**src/rtl/uart_rx.sv**
```systemverilog
`timescale 1ns/1ps
// uart_rx -- asynchronous serial receiver, LSB first, optional parity,
// one or two stop bits. Each bit is sampled once, near its centre, by a
// counter that is timed from the falling edge of the start bit.
//
// Ports
//   clk           system clock, rising edge
//   rst           synchronous active-high reset
//   i_rx          serial line (asynchronous, idle high)
//   o_data        last received data word, held until the next frame
//   o_data_valid  one-cycle pulse when a frame completes
//   o_parity_err  parity mismatch of the frame flagged by o_data_valid
//   o_frame_err   a stop bit was sampled low in that frame
//   o_busy        receiver is inside a frame (state is not IDLE)
module uart_rx #(
  parameter int CLK_FREQ  = 50000000,
  parameter int BAUD_RATE = 115200,
  parameter int DATA_BITS = 8,
  parameter int STOP_BITS = 1,
  parameter int PARITY    = 0
) (
  input  logic                 clk,
  input  logic                 rst,
  input  logic                 i_rx,
  output logic [DATA_BITS-1:0] o_data,
  output logic                 o_data_valid,
  output logic                 o_parity_err,
  output logic                 o_frame_err,
  output logic                 o_busy
);

  localparam int SAMPLES_PER_BIT = (CLK_FREQ + BAUD_RATE / 2) / BAUD_RATE;
  localparam int HALF_BIT        = SAMPLES_PER_BIT / 2;
  localparam int CNT_W           = $clog2(SAMPLES_PER_BIT + 1);
  localparam int BIT_W           = $clog2(DATA_BITS + 1);

  localparam logic [CNT_W-1:0] CNT_BIT_END  = CNT_W'(SAMPLES_PER_BIT - 1);
  localparam logic [CNT_W-1:0] CNT_HALF_END = CNT_W'(HALF_BIT - 1);
  localparam logic [BIT_W-1:0] LAST_BIT     = BIT_W'(DATA_BITS - 1);
  localparam logic [1:0]       LAST_STOP    = 2'(STOP_BITS - 1);

  typedef enum logic [2:0] {
    S_IDLE,
    S_START,
    S_DATA,
    S_PAR,
    S_STOP
  } state_t;

  state_t               state_q;
  logic                 rx_meta_q;
  logic                 rx_s_q;
  logic                 rx_prev_q;
  logic [CNT_W-1:0]     cnt_q;
  logic [BIT_W-1:0]     bit_q;
  logic [1:0]           stop_q;
  logic [DATA_BITS-1:0] shift_q;
  logic                 perr_q;
  logic                 ferr_q;
  logic                 bit_end;

  // Odd parity expects the parity bit to be ~XOR(data), even expects XOR(data).
  function automatic logic parity_mismatch(input logic [DATA_BITS-1:0] d,
                                           input logic                 p);
    logic mismatch;
    mismatch = 1'b0;
    if (PARITY == 1) mismatch = (p == (^d));
    else if (PARITY == 2) mismatch = (p != (^d));
    return mismatch;
  endfunction

  assign bit_end = (cnt_q == CNT_BIT_END);
  assign o_busy  = (state_q != S_IDLE);

  always_ff @(posedge clk) begin
    if (rst) begin
      rx_meta_q    <= 1'b1;
      rx_s_q       <= 1'b1;
      rx_prev_q    <= 1'b1;
      state_q      <= S_IDLE;
      cnt_q        <= '0;
      bit_q        <= '0;
      stop_q       <= '0;
      perr_q       <= 1'b0;
      ferr_q       <= 1'b0;
      o_data       <= '0;
      o_data_valid <= 1'b0;
      o_parity_err <= 1'b0;
      o_frame_err  <= 1'b0;
    end else begin
      rx_meta_q    <= i_rx;
      rx_s_q       <= rx_meta_q;
      // rx_prev_q follows rx_s_q in every state, so a start edge is only
      // seen after the line has been high (a held break never re-triggers).
      rx_prev_q    <= rx_s_q;
      o_data_valid <= 1'b0;
      case (state_q)
        S_IDLE: begin
          if (rx_prev_q && !rx_s_q) begin
            state_q <= S_START;
            cnt_q   <= '0;
          end
        end
        S_START: begin
          if (cnt_q == CNT_HALF_END) begin
            cnt_q <= '0;
            if (!rx_s_q) begin
              state_q <= S_DATA;
              bit_q   <= '0;
              stop_q  <= '0;
              perr_q  <= 1'b0;
              ferr_q  <= 1'b0;
            end else begin
              // Start bit gone by mid-bit: treat as a glitch.
              state_q <= S_IDLE;
            end
          end else begin
            cnt_q <= cnt_q + CNT_W'(1);
          end
        end
        S_DATA: begin
          if (bit_end) begin
            cnt_q   <= '0;
            shift_q <= {rx_s_q, shift_q[DATA_BITS-1:1]};
            if (bit_q == LAST_BIT) begin
              state_q <= (PARITY != 0) ? S_PAR : S_STOP;
            end else begin
              bit_q <= bit_q + BIT_W'(1);
            end
          end else begin
            cnt_q <= cnt_q + CNT_W'(1);
          end
        end
        S_PAR: begin
          if (bit_end) begin
            cnt_q   <= '0;
            perr_q  <= parity_mismatch(shift_q, rx_s_q);
            state_q <= S_STOP;
          end else begin
            cnt_q <= cnt_q + CNT_W'(1);
          end
        end
        S_STOP: begin
          if (bit_end) begin
            cnt_q <= '0;
            if (stop_q == LAST_STOP) begin
              o_data       <= shift_q;
              o_parity_err <= perr_q;
              o_frame_err  <= ferr_q | ~rx_s_q;
              o_data_valid <= 1'b1;
              state_q      <= S_IDLE;
            end else begin
              stop_q <= stop_q + 2'd1;
              ferr_q <= ferr_q | ~rx_s_q;
            end
          end else begin
            cnt_q <= cnt_q + CNT_W'(1);
          end
        end
        default: state_q <= S_IDLE;
      endcase
    end
  end

endmodule

```
**config.mk**
```make
export PLATFORM = sky130hd
export DESIGN_NAME = uart_rx
export DESIGN_NICKNAME = d
export VERILOG_FILES = /design/src/rtl/uart_rx.sv
export SDC_FILE = /design/constraint.sdc
export NUM_CORES = 1
export LEC_CHECK = 0
export CAP_MARGIN = 0
export CORE_AREA = 4 4 62 64
export DETAILED_ROUTE_END_ITERATION = 7
export DIE_AREA = 0 0 66 68
export GPL_TIMING_DRIVEN = 0
export PLACE_DENSITY_LB_ADDON = 0.2
export SYNTH_ARGS = -nofsm -noshare
export SYNTH_HDL_FRONTEND = slang
export SYNTH_SLANG_ARGS = --single-unit
```
**constraint.sdc**
```tcl
create_clock -name clk -period 3.2 [get_ports clk]
set_input_delay 0.64 -clock clk [delete_from_list [all_inputs] [get_ports clk]]
set_output_delay 0.64 -clock clk [all_outputs]
set_load 0.05 [all_outputs]
```
==> Word-level counts from Yosys, hierarchy flattened <==
Cells that the tools add are included.
{ "classes": {"n_reduce_logical": 18, "muxes": 31, "n_eq_ne": 17, "bitwise_logic": 5, "n_addsub": 3} }
{ "ops": {"columns": ["operator", "n"], "rows": [
  ["9-bit two-way mux", 3],
  ["9-bit case mux with 3 select lines", 1],
  ["3-bit two-way mux", 7],
  ["2-bit inequality test, second input constant", 10],
  ["4-bit two-way mux", 4],
  ["3-bit case mux with 5 select lines", 1],
  ["2-bit two-way mux", 5],
  ["5-bit AND reduction", 2],
  ["9-bit by 1-bit adder with 9-bit output, second input constant", 1],
  ["9-bit by 8-bit equality test with 1-bit output, second input constant", 1],
  ["9-bit equality test, second input constant", 1],
  ["4-bit case mux with 2 select lines", 1],
  ["7-bit AND reduction", 1],
  ["3-bit by 2-bit equality test with 1-bit output, second input constant", 2],
  ["1-bit two-way mux", 6],
  ["3-bit AND reduction", 2],
  ["2-bit nonzero test", 3],
  ["3-bit nonzero test", 2],
  ["3-bit OR reduction", 2],
  ["4-bit by 1-bit adder with 4-bit output, second input constant", 1],
  ["4-bit by 3-bit equality test with 1-bit output, second input constant", 1],
  ["1-bit inverter", 4],
  ["1-bit case mux with 2 select lines", 2],
  ["2-bit case mux with 2 select lines", 1],
  ["10 further kinds", 10]
]} }
{ "totals": {"word_cells": 88, "ff_bits": 42, "out_inout_bits": 12, "inputBits": 3} }

==> Longest topological paths before layout <==
{ "logic_depth": {"depth_word": 5, "mapped_depth": 7, "ltp_nobuf": 6} }

==> Least setup slack after synthesis <==
OpenSTA, ideal clock, no wires.
{ "synth_path": {"path_kind": "register to register", "startpoint": "register cnt_q[3]", "endpoint": "register shift_q[0], enable pin", "synth_period_minus_slack_ns": 2.126, "path_buffers": 1, "t_arrival_ns": 1.755, "slack_ns": 1.074, "setup_time_ns": 0.370, "path_stages_with_launch": 5, "required_time_ns": 2.830, "cell_sequence": "dfxtp_1 buf_2 or4b_1 or3_1 nor2_1"} }
{ "synth_between": {"elab_chain_cells": 2} }
{ "synth_rtl": {"columns": ["element", "line", "text"], "rows": [
  ["from (decl)", "54", "logic [CNT_W-1:0] cnt_q;"],
  ["from (signal assigned)", "118", "cnt_q <= cnt_q + CNT_W'(1);"],
  ["from (signal assigned)", "131", "cnt_q <= cnt_q + CNT_W'(1);"],
  ["from (signal assigned)", "140", "cnt_q <= cnt_q + CNT_W'(1);"],
  ["9-bit equality test", "72", "assign bit_end = (cnt_q == CNT_BIT_END);"],
  ["3-bit AND reduction (no source line)", null, null],
  ["to (signal assigned)", "124", "shift_q <= {rx_s_q, shift_q[DATA_BITS-1:1]};"],
  ["to (decl)", "57", "logic [DATA_BITS-1:0] shift_q;"]
]} }
No other way between the ends.
A chain may end at the register's enable or synchronous reset.

==> Final worst setup path <==
{ "layout_path": {"startpoint": "register state_q[2]", "endpoint": "output o_busy"} }
{ "layout_between": {"elab_chain_cells": 1} }
{ "layout_rtl": {"columns": ["element", "line", "text"], "rows": [
  ["from (decl)", "50", "state_t state_q;"],
  ["from (signal assigned)", "126", "state_q <= (PARITY != 0) ? S_PAR : S_STOP;"],
  ["3-bit nonzero test", "73", "assign o_busy = (state_q != S_IDLE);"],
  ["to (decl)", "29", "output logic o_busy"]
]} }
No other way between the ends.

==> metrics.txt <==
status=finished, final reports clean; initial DRC count=127; ANT cells=0; hold slack=0.428 ns; fin worst setup slack=0.503 ns; Sinks on Clock Net=40; Die Y=68 um; IO Pins=15; TritonCTS clock tree=done; # port buffers=13; Gate power share=21.7%; Hold Path Depth=1; Seq pwr share=51.7%; root buf cell=clkbuf_4; pin count of the biggest net entering global routing=14; detailed-route via count=1635; area grow syn2layout=13.2%; synth top area cells=dfxtp_1 (33%), edfxtp_1 (12%), mux2i_1 (4.1%), ha_1 (3.2%), nor2_1 (2.7%); wire per inst=15.0 um; RSZ-0062 raised after global routing=no; Final setup viols=0; Worst-Margin Slew=0.681 ns; Max clock buf depth=2; worst setup path class=reg2out; clock share of power=26.6%; Pwr Total=1060 uW; Yosys cell types=52; core area=3280 um2; Clock Latency Late Sink=0.37 ns; drt via density=5.99; VDD IR max=0.400 mV; Async SR Flop Fraction=0%; Final Skew=0.0142 ns; Slew Viols, Final=0; drt first pass iters=5; met1 usage=25.1%; Post-Syn Area=1930 um2; Starting Density=58.8%; dominant synthesized flop cell=dfxtp_1; die outline area=4490 um2; sw frac=32.3%; Worst Path Required=2.56 ns; Pwr per Cell Area=486 nW/um2; FP Rows=21; post-synth top area share=33.2%; hold buffers post-CTS=0; TritonCTS buffer count=5; Post-synth EDFFs=8; GRT met3 Usage=6.57%; Avg Synthesized Cell Area=9.37 um2; #FFs+latches synth=40; Critical Path Fanout Max=10; vias in the first global route=1530; Final Wtd Congestion=0.900; met2 usage=32.3%; dominant cell type by area after synthesis=dfxtp_1; fmax=0.371 GHz; residual overflow from global routing=0; fillers=267; Crit. End Element=output pin; DIE WIDTH=66 um; Final nets=234; Worst setup SP type=flip-flop; Gates resized, CTS repair=0; most common cell in the netlist=dfxtp_1; Residual DRC=0; Fin. Hold Viols=0; final period utilization=84.3%; Hold Crit Class=reg2reg; Post CTS Setup Buffer Count=0; final setup TNS=0 ns; cell count after synthesis=206; layout cells sized above 1=9.25%; post-placement worst setup slack=0.609 ns; dpl hpwl=2970 um; initial antenna violation count=0; GR Util All Layers=20.6%; Util after Layout=66.5%; clk slew on worst S/H paths=0.13 ns; H-tree depth=2; post-synthesis sequential area ratio=45.6%; Internal Power=719 uW; syn_nets=214; max cap viols=0; Ys Warns=0; leak pwr=0.000784 uW; Reg2Reg Depth=4; GRT busiest layer=met2; first-pass GRT wire length=6950 um; fin crit period=2.70 ns; ANT nets after route=0; DRT Wirelength=4090 um; worst rel slew slack=54.4%; Data arrival, critical path=2.06 ns; Commonest cells post-synth=dfxtp_1 (32), nor2_1 (14), nand2_1 (13); Psw=343 uW
[worst paths after layout]
path                   start    endpoint  slack (ns)
setup / recovery  state_q[2]      o_busy        0.50
hold / removal     rx_meta_q      rx_s_q        0.43
setup reg to reg    cnt_q[6]  shift_q[4]        0.78
hold reg to reg    rx_meta_q      rx_s_q        0.43
[per-layer routing]
layer / wire length (um) / vias to the layer above
met2: 1920 / 59
met4: 102 / 0
li1: - / 807
met5: 0 / -
met1: 1820 / 758
met3: 244 / 11
[stage by stage]
step / std cells / cell area (um2)
after CTS: 273 / 2180
after floorplan: 206 / 1930
final: 273 / 2180
after global placement: 265 / 2120
after global routing: 273 / 2180
after detailed placement: 265 / 2120
[critical path: stages, from the launching register on]
cell	delay, ns
dfxtp_1	0.33
buf_6	0.13
or3_1	0.36
clkbuf_1	0.15
clkdlybuf4s50_1	0.72
[area by class of cell]
class                           instances  area (um2)  share of cell area (%)
Inverter                                5        18.8                   0.859
Tap cell                               46        57.6                    2.63
Clock inverter                          2        15.0                   0.687
Clock buffer                            6        51.3                    2.35
Sequential cell                        40         881                    40.3
Buffer                                 15        71.3                    3.26
Multi-Input combinational cell        146         960                    43.9
Timing Repair Buffer                   13         130                    5.96
[power groups by stage]
stage	clock network [uW]	registers, uW	logic [uW]
3_5_place_dp	0	559	227
2_1_floorplan	0	553	176
3_3_place_gp	0	558	225
6_report	283	549	230
4_1_cts	287	548	229
5_1_grt	313	552	254
[registers in the layout, indices dropped and copies added, names as in the netlist]
name / cells
cnt_q: 9
o_data: 8
shift_q: 8
bit_q: 4
state_q: 3
stop_q: 2
ferr_q: 1
o_data_valid: 1
o_frame_err: 1
rx_meta_q: 1
rx_prev_q: 1
rx_s_q: 1
[cells in the final DEF, fill, tap and decap left out, drive strengths merged, types with 2 or more instances in the layout]
master / synthesis / layout
o311ai: 2 / 2
nor2: 14 / 14
buf: 5 / 5
nor4: 2 / 2
nand2: 13 / 13
o2111ai: 3 / 3
edfxtp: 8 / 8
o21a: 3 / 3
o31ai: 3 / 3
inv: 5 / 5
dfxtp: 32 / 32
or2: 5 / 5
or4b: 3 / 3
o21ai: 10 / 10
a211oi: 2 / 2
clkdlybuf4s50: 0 / 13
mux2i: 8 / 8
nand4: 4 / 4
nor3: 9 / 9
nor3b: 4 / 4
clkinvlp: 0 / 2
a2bb2oi: 2 / 2
a31oi: 3 / 3
nand2b: 3 / 3
o22ai: 2 / 2
or3: 3 / 3
ha: 5 / 5
nand3: 9 / 9
o211ai: 4 / 4
nor2b: 3 / 3
a21oi: 9 / 9
clkbuf: 10 / 16
[cell families after synthesis]
group,after synthesis,share of synthesized area [%]
flip-flops,40,45.6
AND/OR/NAND/NOR,79,23.1
other,1,0.194
XOR/XNOR,1,0.454
multiplexers,8,4.15
AO/OA/AOI/OAI,52,18.5
adder cells (fa/ha/maj),5,3.24
buffers and inverters,20,4.67
(Power assumes the default switching activity.)
